## src/rtl/accum_pkg.sv

```systemverilog
`default_nettype none
// ============================================================================
// Module   : accum_pkg
// Brief    : Shared layer enum and width/saturation helpers for the accumulate stage.
// Revision : 1.0 - initial release
// ============================================================================
package accum_pkg;

    typedef enum logic {
        LAYER_CONV = 1'b0,
        LAYER_FC   = 1'b1
    } layer_e;

    // Counter width that stays legal for a count of one.
    function automatic int cnt_width(input int n);
        return (n <= 1) ? 1 : $clog2(n);
    endfunction

    // Width that holds an exact sum of num operands, each up to max(psum_w, acc_w) bits.
    function automatic int tree_width(input int psum_w, input int acc_w, input int num);
        int base;
        base = (psum_w > acc_w) ? psum_w : acc_w;
        return base + ((num <= 1) ? 0 : $clog2(num));
    endfunction

    function automatic logic signed [63:0] sat_signed(input logic signed [63:0] v, input int w);
        logic signed [63:0] hi;
        logic signed [63:0] lo;
        hi = (64'sd1 <<< (w - 1)) - 64'sd1;
        lo = -hi - 64'sd1;
        if (v > hi) return hi;
        if (v < lo) return lo;
        return v;
    endfunction

endpackage
`default_nettype wire

```

## src/rtl/psum_adder_tree.sv

```systemverilog
`default_nettype none
// ============================================================================
// Module   : psum_adder_tree
// Brief    : Combinational binary reduction of signed partial sums, saturated to ACC_W.
// Revision : 1.0 - initial release
// ============================================================================
module psum_adder_tree
    import accum_pkg::*;
#(
    parameter int NUM_PSUM = 9,
    parameter int PSUM_W   = 18,
    parameter int ACC_W    = 33
) (
    input  logic signed [PSUM_W-1:0] psum [NUM_PSUM],
    output logic signed [ACC_W-1:0]  tree_sum
);

    localparam int LEVELS = (NUM_PSUM <= 1) ? 0 : $clog2(NUM_PSUM);
    localparam int LEAVES = 1 << LEVELS;
    localparam int TREE_W = tree_width(PSUM_W, ACC_W, NUM_PSUM);

    // Heap layout: node n has children 2n+1 and 2n+2, leaves occupy the tail.
    logic signed [TREE_W-1:0] w_node [2*LEAVES-1];

    generate
        for (genvar i = 0; i < LEAVES; i++) begin : g_leaf
            if (i < NUM_PSUM) begin : g_real
                assign w_node[LEAVES-1+i] = TREE_W'(psum[i]);
            end else begin : g_pad
                assign w_node[LEAVES-1+i] = '0;
            end
        end
        for (genvar n = 0; n < LEAVES - 1; n++) begin : g_node
            assign w_node[n] = w_node[2*n+1] + w_node[2*n+2];
        end
    endgenerate

    assign tree_sum = ACC_W'(sat_signed(64'(w_node[0]), ACC_W));

endmodule
`default_nettype wire

```

## src/rtl/accumulate_pipe.sv

```systemverilog
`default_nettype none
// ============================================================================
// Module   : accumulate_pipe
// Brief    : Two-stage psum reduce + bias/accumulate with saturation, optional ReLU
//            and a valid/ready handshake; conv (per beat) and fc (per neuron) modes.
// Revision : 1.0 - initial release
// ============================================================================
module accumulate_pipe
    import accum_pkg::*;
#(
    parameter int NUM_PSUM   = 9,
    parameter int PSUM_W     = 18,
    parameter int BIAS_W     = 32,
    parameter int FC_BEATS   = 16,
    parameter int FC_NEURONS = 64,
    parameter int RELU_EN    = 0
) (
    input  logic                     clk_i,
    input  logic                     rst,
    input  logic                     in_valid,
    output logic                     in_ready,
    input  logic                     layer,
    input  logic signed [PSUM_W-1:0] psum [NUM_PSUM],
    input  logic signed [BIAS_W-1:0] bias,
    output logic                     out_valid,
    input  logic                     out_ready,
    output logic signed [BIAS_W-1:0] sum,
    output logic                     conv_comp,
    output logic                     fc_line_done,
    output logic                     fc_done
);

    localparam int ACC_W  = BIAS_W + 1;
    localparam int BEAT_W = cnt_width(FC_BEATS);
    localparam int NEUR_W = cnt_width(FC_NEURONS);
    localparam logic [BEAT_W-1:0] c_beat_last = BEAT_W'(FC_BEATS - 1);
    localparam logic [NEUR_W-1:0] c_neur_last = NEUR_W'(FC_NEURONS - 1);

    logic                     r_s1_valid;
    layer_e                   r_s1_layer;
    logic signed [BIAS_W-1:0] r_s1_bias;
    logic signed [ACC_W-1:0]  r_s1_tree;

    logic signed [ACC_W-1:0]  r_acc;
    logic [BEAT_W-1:0]        r_beat_cnt;
    logic [NEUR_W-1:0]        r_neur_cnt;

    logic                     r_out_valid;
    logic signed [BIAS_W-1:0] r_sum;
    logic                     r_conv_comp;
    logic                     r_fc_line_done;
    logic                     r_fc_done;

    logic                     w_adv;
    logic signed [ACC_W-1:0]  w_tree;
    logic                     w_fc;
    logic                     w_beat_last;
    logic                     w_neur_last;
    logic                     w_emit;
    logic signed [ACC_W-1:0]  w_base;
    logic signed [ACC_W-1:0]  w_acc_next;
    logic signed [BIAS_W-1:0] w_result;
    logic signed [BIAS_W-1:0] w_out;

    psum_adder_tree #(
        .NUM_PSUM (NUM_PSUM),
        .PSUM_W   (PSUM_W),
        .ACC_W    (ACC_W)
    ) u_tree (
        .psum     (psum),
        .tree_sum (w_tree)
    );

    // A single advance enable freezes both stages together under back-pressure.
    assign w_adv    = (!r_out_valid || out_ready) && !rst;
    assign in_ready = w_adv;

    // A neuron in progress forces fc handling regardless of the incoming layer bit.
    assign w_fc        = (r_s1_layer == LAYER_FC) || (r_beat_cnt != '0);
    assign w_beat_last = (r_beat_cnt == c_beat_last);
    assign w_neur_last = (r_neur_cnt == c_neur_last);
    assign w_emit      = !w_fc || w_beat_last;
    assign w_base      = (r_beat_cnt != '0) ? r_acc : ACC_W'(r_s1_bias);
    assign w_acc_next  = ACC_W'(sat_signed(64'(w_base) + 64'(r_s1_tree), ACC_W));
    assign w_result    = BIAS_W'(sat_signed(64'(w_acc_next), BIAS_W));
    assign w_out       = ((RELU_EN != 0) && (w_result < 0)) ? '0 : w_result;

    always_ff @(posedge clk_i or posedge rst) begin
        if (rst) begin
            r_s1_valid <= 1'b0;
            r_s1_layer <= LAYER_CONV;
            r_s1_bias  <= '0;
            r_s1_tree  <= '0;
        end else if (w_adv) begin
            r_s1_valid <= in_valid;
            if (in_valid) begin
                r_s1_layer <= layer_e'(layer);
                r_s1_bias  <= bias;
                r_s1_tree  <= w_tree;
            end
        end
    end

    always_ff @(posedge clk_i or posedge rst) begin
        if (rst) begin
            r_acc          <= '0;
            r_beat_cnt     <= '0;
            r_neur_cnt     <= '0;
            r_out_valid    <= 1'b0;
            r_sum          <= '0;
            r_conv_comp    <= 1'b0;
            r_fc_line_done <= 1'b0;
            r_fc_done      <= 1'b0;
        end else if (w_adv) begin
            r_out_valid <= r_s1_valid && w_emit;
            if (r_s1_valid) begin
                r_acc <= w_acc_next;
                if (w_fc) begin
                    r_beat_cnt <= w_beat_last ? '0 : r_beat_cnt + 1'b1;
                    if (w_beat_last) begin
                        r_neur_cnt <= w_neur_last ? '0 : r_neur_cnt + 1'b1;
                    end
                end
                if (w_emit) begin
                    r_sum          <= w_out;
                    r_conv_comp    <= !w_fc;
                    r_fc_line_done <= w_fc;
                    r_fc_done      <= w_fc && w_neur_last;
                end
            end
        end
    end

    assign out_valid    = r_out_valid;
    assign sum          = r_sum;
    assign conv_comp    = r_conv_comp;
    assign fc_line_done = r_fc_line_done;
    assign fc_done      = r_fc_done;

endmodule
`default_nettype wire

```

## config.mk

```make
export PLATFORM = sky130hd
export DESIGN_NAME = accumulate_pipe
export DESIGN_NICKNAME = d
export VERILOG_FILES = /design/src/rtl/accum_pkg.sv /design/src/rtl/psum_adder_tree.sv /design/src/rtl/accumulate_pipe.sv
export SDC_FILE = /design/constraint.sdc
export NUM_CORES = 1
export LEC_CHECK = 0
export CAP_MARGIN = 20
export CELL_PAD_IN_SITES_DETAIL_PLACEMENT = 1
export CELL_PAD_IN_SITES_GLOBAL_PLACEMENT = 2
export CORE_MARGIN = 1.5
export CORE_UTILIZATION = 37
export CTS_CLUSTER_SIZE = 10
export DETAILED_ROUTE_END_ITERATION = 10
export GPL_TIMING_DRIVEN = 0
export HOLD_SLACK_MARGIN = 0.12
export PLACE_DENSITY_LB_ADDON = 0.1
export SLEW_MARGIN = 40
export SYNTH_ARGS = -nofsm -noshare
export SYNTH_HDL_FRONTEND = slang
export SYNTH_HIERARCHICAL = 1
export SYNTH_SLANG_ARGS = --single-unit
```

## constraint.sdc

```tcl
create_clock -name clk_i -period 11.2 [get_ports clk_i]
set_clock_uncertainty 0.05 [all_clocks]
set_input_delay 1.12 -clock clk_i [delete_from_list [all_inputs] [get_ports clk_i]]
set_output_delay 1.12 -clock clk_i [all_outputs]
set_load 0.03 [all_outputs]
```

==> run_results.csv <==
group,metric,value,unit
floorplan,dieArea,39500,um2
critical_path,max_stage_delay,0.72,ns
timing,worstMarginPinSlew,0.852,ns
routing,ant_nets,0,
min_path,hp-class,"reg -> reg",
routing,dr.pass1.iters,4,
final_layout,fillers,4340,
global_routing,grt_overflow_total,0,
timing,slew-limit-headroom,43.2,%
critical_path,critPathBufInv,7,
outcome,outcome,"finished clean",
clock_network,cts_tree,"yes",
clock_network,ctsHtreeMaxLevel,4,
logic_synthesis,synth_nets,1937,
final_layout,multiInputGateArea,9390,um2
final_layout,seqCellArea,3650,um2
final_layout,antenna_cells,0,
logic_synthesis,netlist_area,14200,um2
timing,finalCritPeriodShare,71.8,%
timing,fmax,124,MHz
timing,setup_viol,0,
final_layout,fin_util,47.3,%
timing,hold_violations,0,
critical_path,crit_required,11.52,ns
logic_synthesis,synth-edff-count,0,
timing,fin_crit,8.04,ns
routing,wl,41.6,mm
clock_network,post_cts_buffers,0,
critical_path,worstPathArrival,8.37,ns
critical_path,crit_type,"in -> reg",
clock_network,cts_buffers,17,
critical_path,startpoint_type,"input pin",
logic_synthesis,synth.top_cells.by_count,"inv_1 (199), nand2_1 (183), dfrtp_1 (146)",
floorplan,start_util,37.6,%
clock_network,clk_pin_slew,0.06,ns
routing,detail_route.wl_per_cell,17.9,um
clock_network,ctsRootBufferMaster,"clkbuf_16",
routing,vias,11900,
clock_network,clk_path_buf_depth,2,
placement,place_congestion,0.861,
timing,slew_violations,0,
clock_network,cts-resized-gates,0,
logic_synthesis,yosys_warnings,6,
final_layout,num-nets-final,2193,
routing,drcViolationCount,0,
final_layout,area_growth,25.9,%
logic_synthesis,ys_ff_latch,146,
timing,fin_tns_setup,0,ns
timing,grt_setup_unrepaired,"false",
job,maxCapViolCount,0,
critical_path,setup.worst_path.end_class,"flop",
floorplan,num_rows,71,
logic_synthesis,synth_most_common_cell,"inv_1",
logic_synthesis,ys_top_cells_by_area,"dfrtp_1 (26%), fa_1 (11%), ha_1 (9.9%)",
global_routing,grt_pass1_wl,66.9,mm
routing,via_per_inst,5.12,
logic_synthesis,synthFlopType,"dfrtp_1",
logic_synthesis,synth_area_per_cell,9.18,um2
floorplan,die_w,199,um
logic_synthesis,synth_top_area_share,25.7,%
critical_path,critical_path.top_delay_family,"adder cells",
clock_network,clock_sinks,146,
global_routing,grt_use_total,21.6,%
placement,numPortBuffers,235,
logic_synthesis,synth_seq_area_share,25.7,%
placement,post-dp-hpwl,35.2,mm
critical_path,slowest_stage,"nor3_1",
final_layout,drive_gt1_share,11.2,%
critical_path,worstPathMaxFanout,10,
global_routing,antenna_found_initial,1,
clock_network,clkLatencyLatePin,0.44,ns
routing,drtIter0Drc,302,
logic_synthesis,ys_types,96,
clock_network,cts_hold_buf,0,
global_routing,grt_pass1_vias,12800,
floorplan,die_h,199,um
floorplan,ioPinCount,236,
global_routing,grt_max_degree,78,
logic_synthesis,synth_top_area_cell,"dfrtp_1",
logic_synthesis,synthArstFlopShare,100,%
logic_synthesis,syn-instance-count,1547,
floorplan,core,37800,um2
## kinds of logic (layout without fill, tap and decap cells)
family | Yosys count | after routing | synth area share, %
mux | 97 | 97 | 7.67
buf+inv | 255 | 522 | 8.09
flops | 146 | 146 | 25.7
fa+ha+maj | 202 | 202 | 21.9
simple gates | 362 | 362 | 11.9
xor+xnor | 93 | 93 | 5.74
compound gates | 392 | 392 | 19.1
## layout by cell type (no fill, tap or decap), drive strengths merged, types with 53 or more instances in the layout
cell	netlist	final
ha	112	112
xnor2	53	53
nand2	183	183
clkbuf	37	55
nor2	65	65
a21oi	103	103
clkdlybuf4s50	0	235
fa	79	79
inv	199	201
dfrtp	146	146
mux2	94	94
o21ai	93	93
## metal layers
layer | up-vias | global-route usage [%] | wire length [um]
met5 | - | 0 | 11
met4 | 2 | 4.01 | 458
met3 | 28 | 3.53 | 1510
met2 | 204 | 39.3 | 21000
met1 | 5817 | 26.9 | 18600
li1 | 5849 | - | -
## through the flow
step | instances | hold slack, ns | setup WS (ns) | cell area (um2)
detailed placement | 2295 | 0.417 | 2.75 | 17200
global placement | 2293 | 0.414 | 2.82 | 17200
floorplan | 1547 | 0.398 | 4.77 | 14200
CTS | 2325 | 0.430 | 3.17 | 17900
global route | 2325 | 0.460 | 2.63 | 17900
finish | 2325 | 0.429 | 3.16 | 17900
## registers in the layout, summed over array words and instances, names as in the netlist
| signal | flops |
|---|---|
| r_s1_tree | 33 |
| conv_comp | 1 |
| r_neur_cnt | 6 |
| fc_line_done | 1 |
| r_beat_cnt | 4 |
| r_s1_valid | 1 |
| r_acc | 33 |
| out_valid | 1 |
| sum | 32 |
| r_s1_layer | 1 |
| r_s1_bias | 32 |
| fc_done | 1 |
## worst paths after layout
path | start | to | slack (ns) | cells past startpoint
worst max-delay path | psum[19] | r_s1_tree[2] | 3.16 | 28
worst min-delay path | fc_done | fc_done | 0.43 | 1
worst max register to register | r_beat_cnt[0] | r_acc[17] | 5.98 | 18
worst min register to register | fc_done | fc_done | 0.43 | 1
max in group asynchronous | rst | r_s1_tree[22] | 9.19 | 4
min in group asynchronous | rst | out_valid | 1.19 | 3
## area by class of cell
class	count	area share [%]
Inverter	199	4.22
Tap cell	511	3.58
Multi-Input combinational cell	1146	52.6
Clock buffer	18	2.46
Clock inverter	12	1.02
Buffer	56	2.25
Sequential cell	146	20.4
Timing Repair Buffer	237	13.5
Power is left out: the tool's default activity adds up to more than one toggle a clock period on the data nets, which glitch-free logic cannot reach.
